`src/rtl/ifq_pkg.sv`:
```
// Shared types and constants for the instruction-fetch queue.
// The fetch FSM states and the buffered {pc, instr} entry live here.
package ifq_pkg;

  localparam int XLEN       = 32;
  localparam int WORD_BYTES = 4;

  typedef enum logic [1:0] {
    IDLE    = 2'd0,
    WAIT    = 2'd1,
    WAIT_SQ = 2'd2
  } ifq_state_e;

  typedef struct packed {
    logic [XLEN-1:0] pc;
    logic [XLEN-1:0] instr;
  } ifq_entry_t;

  function automatic logic [XLEN-1:0] word_align(input logic [XLEN-1:0] addr);
    return {addr[XLEN-1:2], 2'b00};
  endfunction

endpackage

```
`src/rtl/ifetch_queue_if.sv`:
```
// Redirect, instruction-memory and decode-side signals of the fetch queue.
// master = the fetch queue, slave = its environment (imem + decode).
interface ifetch_queue_if;
  import ifq_pkg::*;

  logic            redirect_valid;
  logic [XLEN-1:0] redirect_pc;
  logic            imem_req;
  logic [XLEN-1:0] imem_addr;
  logic            imem_ack;
  logic [XLEN-1:0] imem_rdata;
  logic            inst_valid;
  logic [XLEN-1:0] inst_data;
  logic [XLEN-1:0] inst_pc;
  logic            inst_ready;

  modport master (
    input  redirect_valid, redirect_pc, imem_ack, imem_rdata, inst_ready,
    output imem_req, imem_addr, inst_valid, inst_data, inst_pc
  );

  modport slave (
    output redirect_valid, redirect_pc, imem_ack, imem_rdata, inst_ready,
    input  imem_req, imem_addr, inst_valid, inst_data, inst_pc
  );

endinterface

```
`src/rtl/ifq_fifo.sv`:
```
// Synchronous prefetch FIFO of {pc, instr} entries with flush.
// DEPTH must be a power of two so the pointers wrap naturally.
module ifq_fifo
  import ifq_pkg::*;
#(
  parameter int  DEPTH = 4,
  localparam int AW    = $clog2(DEPTH),
  localparam int CW    = $clog2(DEPTH + 1)
) (
  input  logic          clk,
  input  logic          rst_n,
  input  logic          push,
  input  logic          pop,
  input  logic          flush,
  input  ifq_entry_t    push_entry,
  output logic [CW-1:0] count,
  output logic          head_valid,
  output ifq_entry_t    head
);

  ifq_entry_t      mem [DEPTH];
  logic [AW-1:0]   rd_ptr;
  logic [AW-1:0]   wr_ptr;

  // NOTE: sequential state uses non-blocking assignments so every register
  // samples the pre-edge values, independent of statement order.
  always_ff @(posedge clk or negedge rst_n) begin
    if (!rst_n) begin
      rd_ptr <= '0;
      wr_ptr <= '0;
      count  <= '0;
    end else if (flush) begin
      rd_ptr <= '0;
      wr_ptr <= '0;
      count  <= '0;
    end else begin
      if (push) wr_ptr <= wr_ptr + AW'(1);
      if (pop)  rd_ptr <= rd_ptr + AW'(1);
      count <= count + CW'(push) - CW'(pop);
    end
  end

  // NOTE: the storage array has no reset; stale contents are never visible
  // because the head is masked to zero whenever the FIFO is empty.
  always_ff @(posedge clk) begin
    if (push && !flush) mem[wr_ptr] <= push_entry;
  end

  assign head_valid = (count != '0);
  assign head       = head_valid ? mem[rd_ptr] : '0;

endmodule

```
`src/rtl/ifetch_queue.sv`:
```
// Instruction-fetch front end: owns fetch_pc, issues imem requests, buffers
// words for decode and squashes on redirect. Optional macro: IFQ_BYPASS_EN.
module ifetch_queue
  import ifq_pkg::*;
#(
  parameter int              DEPTH    = 4,
  parameter logic [XLEN-1:0] RESET_PC = 32'h0000_0000
) (
  input logic             clk,
  input logic             rst_n,
  ifetch_queue_if.master  ifq
);

  localparam int CW = $clog2(DEPTH + 1);

  ifq_state_e      state, state_n;
  logic [XLEN-1:0] fetch_pc, fetch_pc_n;
  logic [XLEN-1:0] addr_q, addr_n;
  logic            req_q, req_n;

  logic            redirect;
  logic            req_done;
  logic            word_kept;
  logic            push;
  logic            pop;
  logic            fifo_valid;
  logic [CW-1:0]   count;
  logic [CW-1:0]   count_next;
  ifq_entry_t      head;
  ifq_entry_t      push_entry;

  assign redirect   = ifq.redirect_valid;
  // Any ack while a request is outstanding completes it, squashed or not.
  assign req_done   = ifq.imem_ack && (state != IDLE);
  assign word_kept  = ifq.imem_ack && (state == WAIT) && !redirect;
  assign pop        = fifo_valid && ifq.inst_ready && !redirect;
  assign push_entry = '{pc: fetch_pc, instr: ifq.imem_rdata};

`ifdef IFQ_BYPASS_EN
  logic bypass;

  // An acked word reaches decode in the same cycle when nothing is queued
  // ahead of it; it only enters the FIFO if decode does not take it.
  assign bypass         = word_kept && !fifo_valid;
  assign push           = word_kept && !(bypass && ifq.inst_ready);
  assign ifq.inst_valid = fifo_valid || bypass;
  assign ifq.inst_data  = bypass ? ifq.imem_rdata : head.instr;
  assign ifq.inst_pc    = bypass ? fetch_pc       : head.pc;
`else
  assign push           = word_kept;
  assign ifq.inst_valid = fifo_valid;
  assign ifq.inst_data  = head.instr;
  assign ifq.inst_pc    = head.pc;
`endif

  assign count_next = redirect ? '0 : (count + CW'(push) - CW'(pop));

  ifq_fifo #(.DEPTH(DEPTH)) u_fifo (
    .clk        (clk),
    .rst_n      (rst_n),
    .push       (push),
    .pop        (pop),
    .flush      (redirect),
    .push_entry (push_entry),
    .count      (count),
    .head_valid (fifo_valid),
    .head       (head)
  );

  always_ff @(posedge clk or negedge rst_n) begin
    if (!rst_n) begin
      state    <= IDLE;
      fetch_pc <= RESET_PC;
      req_q    <= 1'b0;
      addr_q   <= RESET_PC;
    end else begin
      state    <= state_n;
      fetch_pc <= fetch_pc_n;
      req_q    <= req_n;
      addr_q   <= addr_n;
    end
  end

  // NOTE: every output of this block gets a default first, so no path
  // through it leaves a signal unassigned and no latch is inferred.
  always_comb begin
    state_n    = state;
    fetch_pc_n = fetch_pc;
    req_n      = req_q;
    addr_n     = addr_q;

    if (redirect) begin
      fetch_pc_n = word_align(ifq.redirect_pc);
    end else if (word_kept) begin
      fetch_pc_n = fetch_pc + XLEN'(WORD_BYTES);
    end

    // The bus is free: issue at the next PC only if the returning word is
    // guaranteed a FIFO slot (count + outstanding never exceeds DEPTH).
    if (state == IDLE || req_done) begin
      addr_n = fetch_pc_n;
      if (count_next < CW'(DEPTH)) begin
        req_n   = 1'b1;
        state_n = WAIT;
      end else begin
        req_n   = 1'b0;
        state_n = IDLE;
      end
    end else if (redirect) begin
      state_n = WAIT_SQ;
    end
  end

  assign ifq.imem_req  = req_q;
  assign ifq.imem_addr = addr_q;

endmodule
```
`src/flat_wrapper.sv`:
```
// flat-port wrapper written by rule: the top's interface ports become plain ports
module ifetch_queue_flat import ifq_pkg::*;
#(
  parameter int              DEPTH    = 4,
  parameter logic [XLEN-1:0] RESET_PC = 32'h0000_0000
)
  (clk, rst_n, ifq_redirect_valid, ifq_redirect_pc, ifq_imem_ack, ifq_imem_rdata, ifq_inst_ready, ifq_imem_req, ifq_imem_addr, ifq_inst_valid, ifq_inst_data, ifq_inst_pc);
  ifetch_queue_if ifq_i ();
  input logic clk;
  input logic rst_n;
  input wire logic [$bits(ifq_i.redirect_valid)-1:0] ifq_redirect_valid;
  input wire logic [$bits(ifq_i.redirect_pc)-1:0] ifq_redirect_pc;
  input wire logic [$bits(ifq_i.imem_ack)-1:0] ifq_imem_ack;
  input wire logic [$bits(ifq_i.imem_rdata)-1:0] ifq_imem_rdata;
  input wire logic [$bits(ifq_i.inst_ready)-1:0] ifq_inst_ready;
  output wire logic [$bits(ifq_i.imem_req)-1:0] ifq_imem_req;
  output wire logic [$bits(ifq_i.imem_addr)-1:0] ifq_imem_addr;
  output wire logic [$bits(ifq_i.inst_valid)-1:0] ifq_inst_valid;
  output wire logic [$bits(ifq_i.inst_data)-1:0] ifq_inst_data;
  output wire logic [$bits(ifq_i.inst_pc)-1:0] ifq_inst_pc;
  assign ifq_i.redirect_valid = ifq_redirect_valid;
  assign ifq_i.redirect_pc = ifq_redirect_pc;
  assign ifq_i.imem_ack = ifq_imem_ack;
  assign ifq_i.imem_rdata = ifq_imem_rdata;
  assign ifq_i.inst_ready = ifq_inst_ready;
  assign ifq_imem_req = ifq_i.imem_req;
  assign ifq_imem_addr = ifq_i.imem_addr;
  assign ifq_inst_valid = ifq_i.inst_valid;
  assign ifq_inst_data = ifq_i.inst_data;
  assign ifq_inst_pc = ifq_i.inst_pc;
  ifetch_queue #(.DEPTH(DEPTH), .RESET_PC(RESET_PC)) u_core (.clk(clk), .rst_n(rst_n), .ifq(ifq_i));
endmodule
```
`config.mk`:
```
export PLATFORM = sky130hd
export DESIGN_NAME = ifetch_queue_flat
export DESIGN_NICKNAME = d
export VERILOG_FILES = /design/src/rtl/ifq_pkg.sv /design/src/rtl/ifetch_queue_if.sv /design/src/rtl/ifq_fifo.sv /design/src/rtl/ifetch_queue.sv /design/src/flat_wrapper.sv
export SDC_FILE = /design/constraint.sdc
export NUM_CORES = 1
export LEC_CHECK = 0
export ABC_CLOCK_PERIOD_IN_PS = 3400
export CAP_MARGIN = 25
export CORE_MARGIN = 2
export CORE_UTILIZATION = 45
export CTS_CLUSTER_DIAMETER = 50
export CTS_CLUSTER_SIZE = 40
export DETAILED_ROUTE_END_ITERATION = 6
export HOLD_SLACK_MARGIN = 0.08
export PLACE_DENSITY_LB_ADDON = 0.08
export SKIP_LAST_GASP = 1
export SYNTH_ARGS = -nofsm -noshare
export SYNTH_HDL_FRONTEND = slang
export SYNTH_SLANG_ARGS = --single-unit
```
`constraint.sdc`:
```
create_clock -name clk -period 3.4 [get_ports clk]
set_input_delay 0.34 -clock clk [delete_from_list [all_inputs] [get_ports clk]]
set_output_delay 0.34 -clock clk [all_outputs]
set_load 0.01 [all_outputs]
```
==> flow_metrics.py <==
metrics = {
    "status": {
        "outcome": "finished clean",
    },
    "global_routing": {
        "grt_overflow_total": 0,
        "grt_pass1_vias": 7901,
        "grt_pass1_wl_mm": 45.3,
        "grt_max_degree": 75,
        "grt_usage_pct": 19.2,
        "antenna_found_initial": 2,
    },
    "drt": {
        "vias_per_cell": 5.41,
        "drt_first_iter_violations": 475,
        "drt_first_pass_iters": 5,
        "vias": 7280,
        "wl_per_cell_um": 21.6,
        "finalWirelength_mm": 29.1,
        "drc": 0,
        "ant_nets": 0,
    },
    "logic_synthesis": {
        "synth_common_cells": "edfxtp_1 (256), dfrtp_1 (74), and2_1 (71)",
        "syn_inst": 750,
        "synth_nets": 827,
        "synthFlopType": "edfxtp_1",
        "synth_compound_area_share_pct": 2.25,
        "synth_warnings": 0,
        "synth_cell_type_count": 43,
        "synthMuxAreaShare_pct": 13.1,
        "synth_edf_count": 256,
        "synthMostInstantiatedCell": "edfxtp_1",
        "synth_top_area_cell": "edfxtp_1",
        "synth.top_cell.area_share_pct": 57.9,
        "async_reset_ff_share_pct": 22.4,
        "avgSynthCellArea_um2": 17.7,
        "synth_area_leaders": "edfxtp_1 (58%), dfrtp_1 (14%), mux4_2 (11%)",
        "ys_ff_latch": 330,
        "yosysSeqAreaShare_pct": 71.8,
        "yosys.area_share.xor_xnor_pct": 1.91,
        "synth-simple-area-share_pct": 8.65,
        "synth-adder-area-share_pct": 0.810,
        "synth_top_family_by_area": "multiplexers",
        "synth_area_um2": 13300,
    },
    "power_and_ir_drop": {
        "p_int_uw": 8400,
        "clkPwrFrac_pct": 30.9,
        "p_leak_uw": 0.00575,
        "p_seq_share_pct": 42.1,
        "p_switching_uw": 3450,
        "power_density_nw_per_um2": 709,
        "comb_power_share_pct": 27.0,
        "vdd_drop_max_uv": 395,
        "p_sw_share_pct": 29.1,
    },
    "critical_path": {
        "cp.required_ns": 3.06,
        "arrival_ns": 2.82,
        "crit_path_max_fanout": 17,
        "rr_worst_depth": 10,
        "timing.rr.start": "u_core.u_fifo.count[1]",
        "crit_slowest_cell": "dfrtp_4",
        "cp_cell_sequence": "buf_4 -> mux4_2 -> and2_1 -> clkdlybuf4s50_1",
        "critPathCaptureType": "output pin",
        "slowest_delay_ns": 0.63,
        "worst-setup-path-type": "flop to output pin",
        "rrSetupSlack_ns": 0.81,
        "critPathLaunchType": "flop",
        "rr_endpoint": "u_core.state[0]",
    },
    "flow_run": {
        "maxCapViolCount": 0,
    },
    "timing": {
        "rsz0062_at_grt": "no",
        "setup_viol": 0,
        "report.final.slew_viol_count": 0,
        "tightest_slew_ns": 0.721,
        "finalHoldViolations": 0,
        "period_share_pct": 92.9,
        "slew_headroom_pct": 52.0,
        "worst_slack_ns": 0.242,
        "finClkSkew_ns": 0.0140,
        "min_period_ns": 3.16,
        "fmax_mhz": 317,
        "fin_setup_tns_ns": 0,
    },
    "floorplan": {
        "ios": 167,
        "die_w_um": 176,
        "die_area_um2": 30900,
        "die_h_um": 176,
        "placementRows": 62,
        "start_util_pct": 46.0,
        "core_area_um2": 28900,
    },
    "placed_design": {
        "io_buffers": 164,
        "gp_congestion": 0.788,
        "placed_cell_area_um2": 15500,
        "dp_hpwl_mm": 18.5,
        "place_ws_ns": 0.419,
    },
    "cells_and_area": {
        "postLayoutCellArea_um2": 16700,
        "synthToLayoutAreaGrowth_pct": 25.8,
        "fin_util_pct": 57.9,
        "final_nets": 1013,
        "drive_gt1_share_pct": 19.4,
    },
    "clock_tree": {
        "cts_max_path_buffers": 3,
        "insertion_delay_ns": 0.56,
        "cts_max_level": 1,
        "numCtsBuffers": 31,
        "root_buffer": "clkbuf_16",
        "cts_sinks": 330,
        "cts_tree": "done",
        "clkTransAtPathRegs_ns": 0.07,
    },
    "hold_path": {
        "hold_class": "input pin to async pin",
    },
}
[power groups by stage]
stage	Combinational, µW	Clock (µW)	Sequential, µW
2_1_floorplan	1680	0	5010
3_3_place_gp	3220	0	5050
3_5_place_dp	3250	0	5080
4_1_cts	3270	3740	4990
5_1_grt	3460	3910	5030
6_report	3200	3660	4990
[state kept, by name, indices dropped and copies added, names as in the netlist]
name,count
u_core.state,2
u_core.u_fifo.rd_ptr,2
u_core.u_fifo.mem,256
u_core.fetch_pc,32
u_core.ifq.imem_addr,32
u_core.ifq.imem_req,1
u_core.u_fifo.wr_ptr,2
u_core.u_fifo.count,3
[kinds of logic after synthesis]
group / Yosys count
buffers and inverters: 47
DFF: 330
xor gates and xnor gates: 29
adders and majority gates: 8
and+or+nand+nor: 205
AOI/OAI and AO/OA: 40
muxes: 91
[metal layers]
| layer | share of wire, % | track usage [%] | vias to the layer above |
|---|---|---|---|
| li1 | - | - | 3301 |
| met1 | 43 | 25.4 | 3750 |
| met2 | 51 | 33.3 | 183 |
| met3 | 4.7 | 3.23 | 44 |
| met4 | 1.8 | 4.68 | 2 |
| met5 | 0.038 | 0 | - |
[metrics by stage]
step                cells  power, µW  hold slack (ns)
global placement     1285       8270            0.489
global route         1344      12400            0.111
finish               1345      11800            0.121
floorplan             750       6690           0.0444
detailed placement   1285       8330            0.497
CTS                  1343      12000            0.330
[layout make-up]
type / instances / area (µm²)
diodes: 1 / 2.50
multi-input cells: 373 / 3570
fillers: 2217 / 12100
well taps: 384 / 480
clock buffers: 32 / 779
clock inverters: 25 / 345
flip-flops and latches: 330 / 9540
repair buffers: 190 / 1950
inverters: 10 / 40.0
[worst max path at each step]
stage,start,to,slack (ns),depth (start not counted)
2_1_floorplan,u_core.state[1],u_core.u_fifo.mem[0][0],0.65,3
3_5_place_dp,ifq_imem_ack,u_core.ifq.imem_req,0.42,10
3_3_place_gp,ifq_imem_ack,u_core.state[0],0.51,10
5_1_grt,u_core.u_fifo.rd_ptr[0],ifq_inst_data[8],0.08,4
4_1_cts,u_core.u_fifo.rd_ptr[0],ifq_inst_data[13],0.17,4
6_report,u_core.u_fifo.rd_ptr[0],ifq_inst_data[13],0.24,4
[placed cells by master (no fill, tap or decap), drive strengths merged, types with 5 or more instances in the layout]
cell | synthesis | layout
edfxtp | 256 | 256
clkdlybuf4s50 | 0 | 162
dfrtp | 74 | 74
and2 | 71 | 71
mux4 | 64 | 64
nand2 | 32 | 32
clkbuf | 23 | 32
nor2 | 30 | 30
buf | 14 | 27
mux2 | 25 | 25
inv | 9 | 23
nand3 | 17 | 17
xor2 | 16 | 16
xnor2 | 13 | 13
and3 | 12 | 12
a221o | 12 | 12
nand4 | 11 | 11
clkinv | 1 | 11
o21ai | 9 | 9
ha | 7 | 7
nor4 | 6 | 6
o31ai | 6 | 6
nor3 | 6 | 6
nor2b | 5 | 5
and4 | 5 | 5
[critical path: cells and delay by family (launching register included)]
| kind | cells | cell delay, ns |
|---|---|---|
| multiplexers | 1 | 0.56 |
| flip-flops | 1 | 0.63 |
| AND/OR/NAND/NOR | 1 | 0.17 |
| buffers and inverters | 2 | 0.90 |
[what timing repair did]
| item | in CTS | in global routing |
|---|---|---|
| resized for setup | 0 | 0 |
| hold endpoints to repair | 74 | 0 |
| setup buffers | 0 | 0 |
| hold buffers | 1 | 0 |
Note: power is estimated with default switching activity, not from simulation.
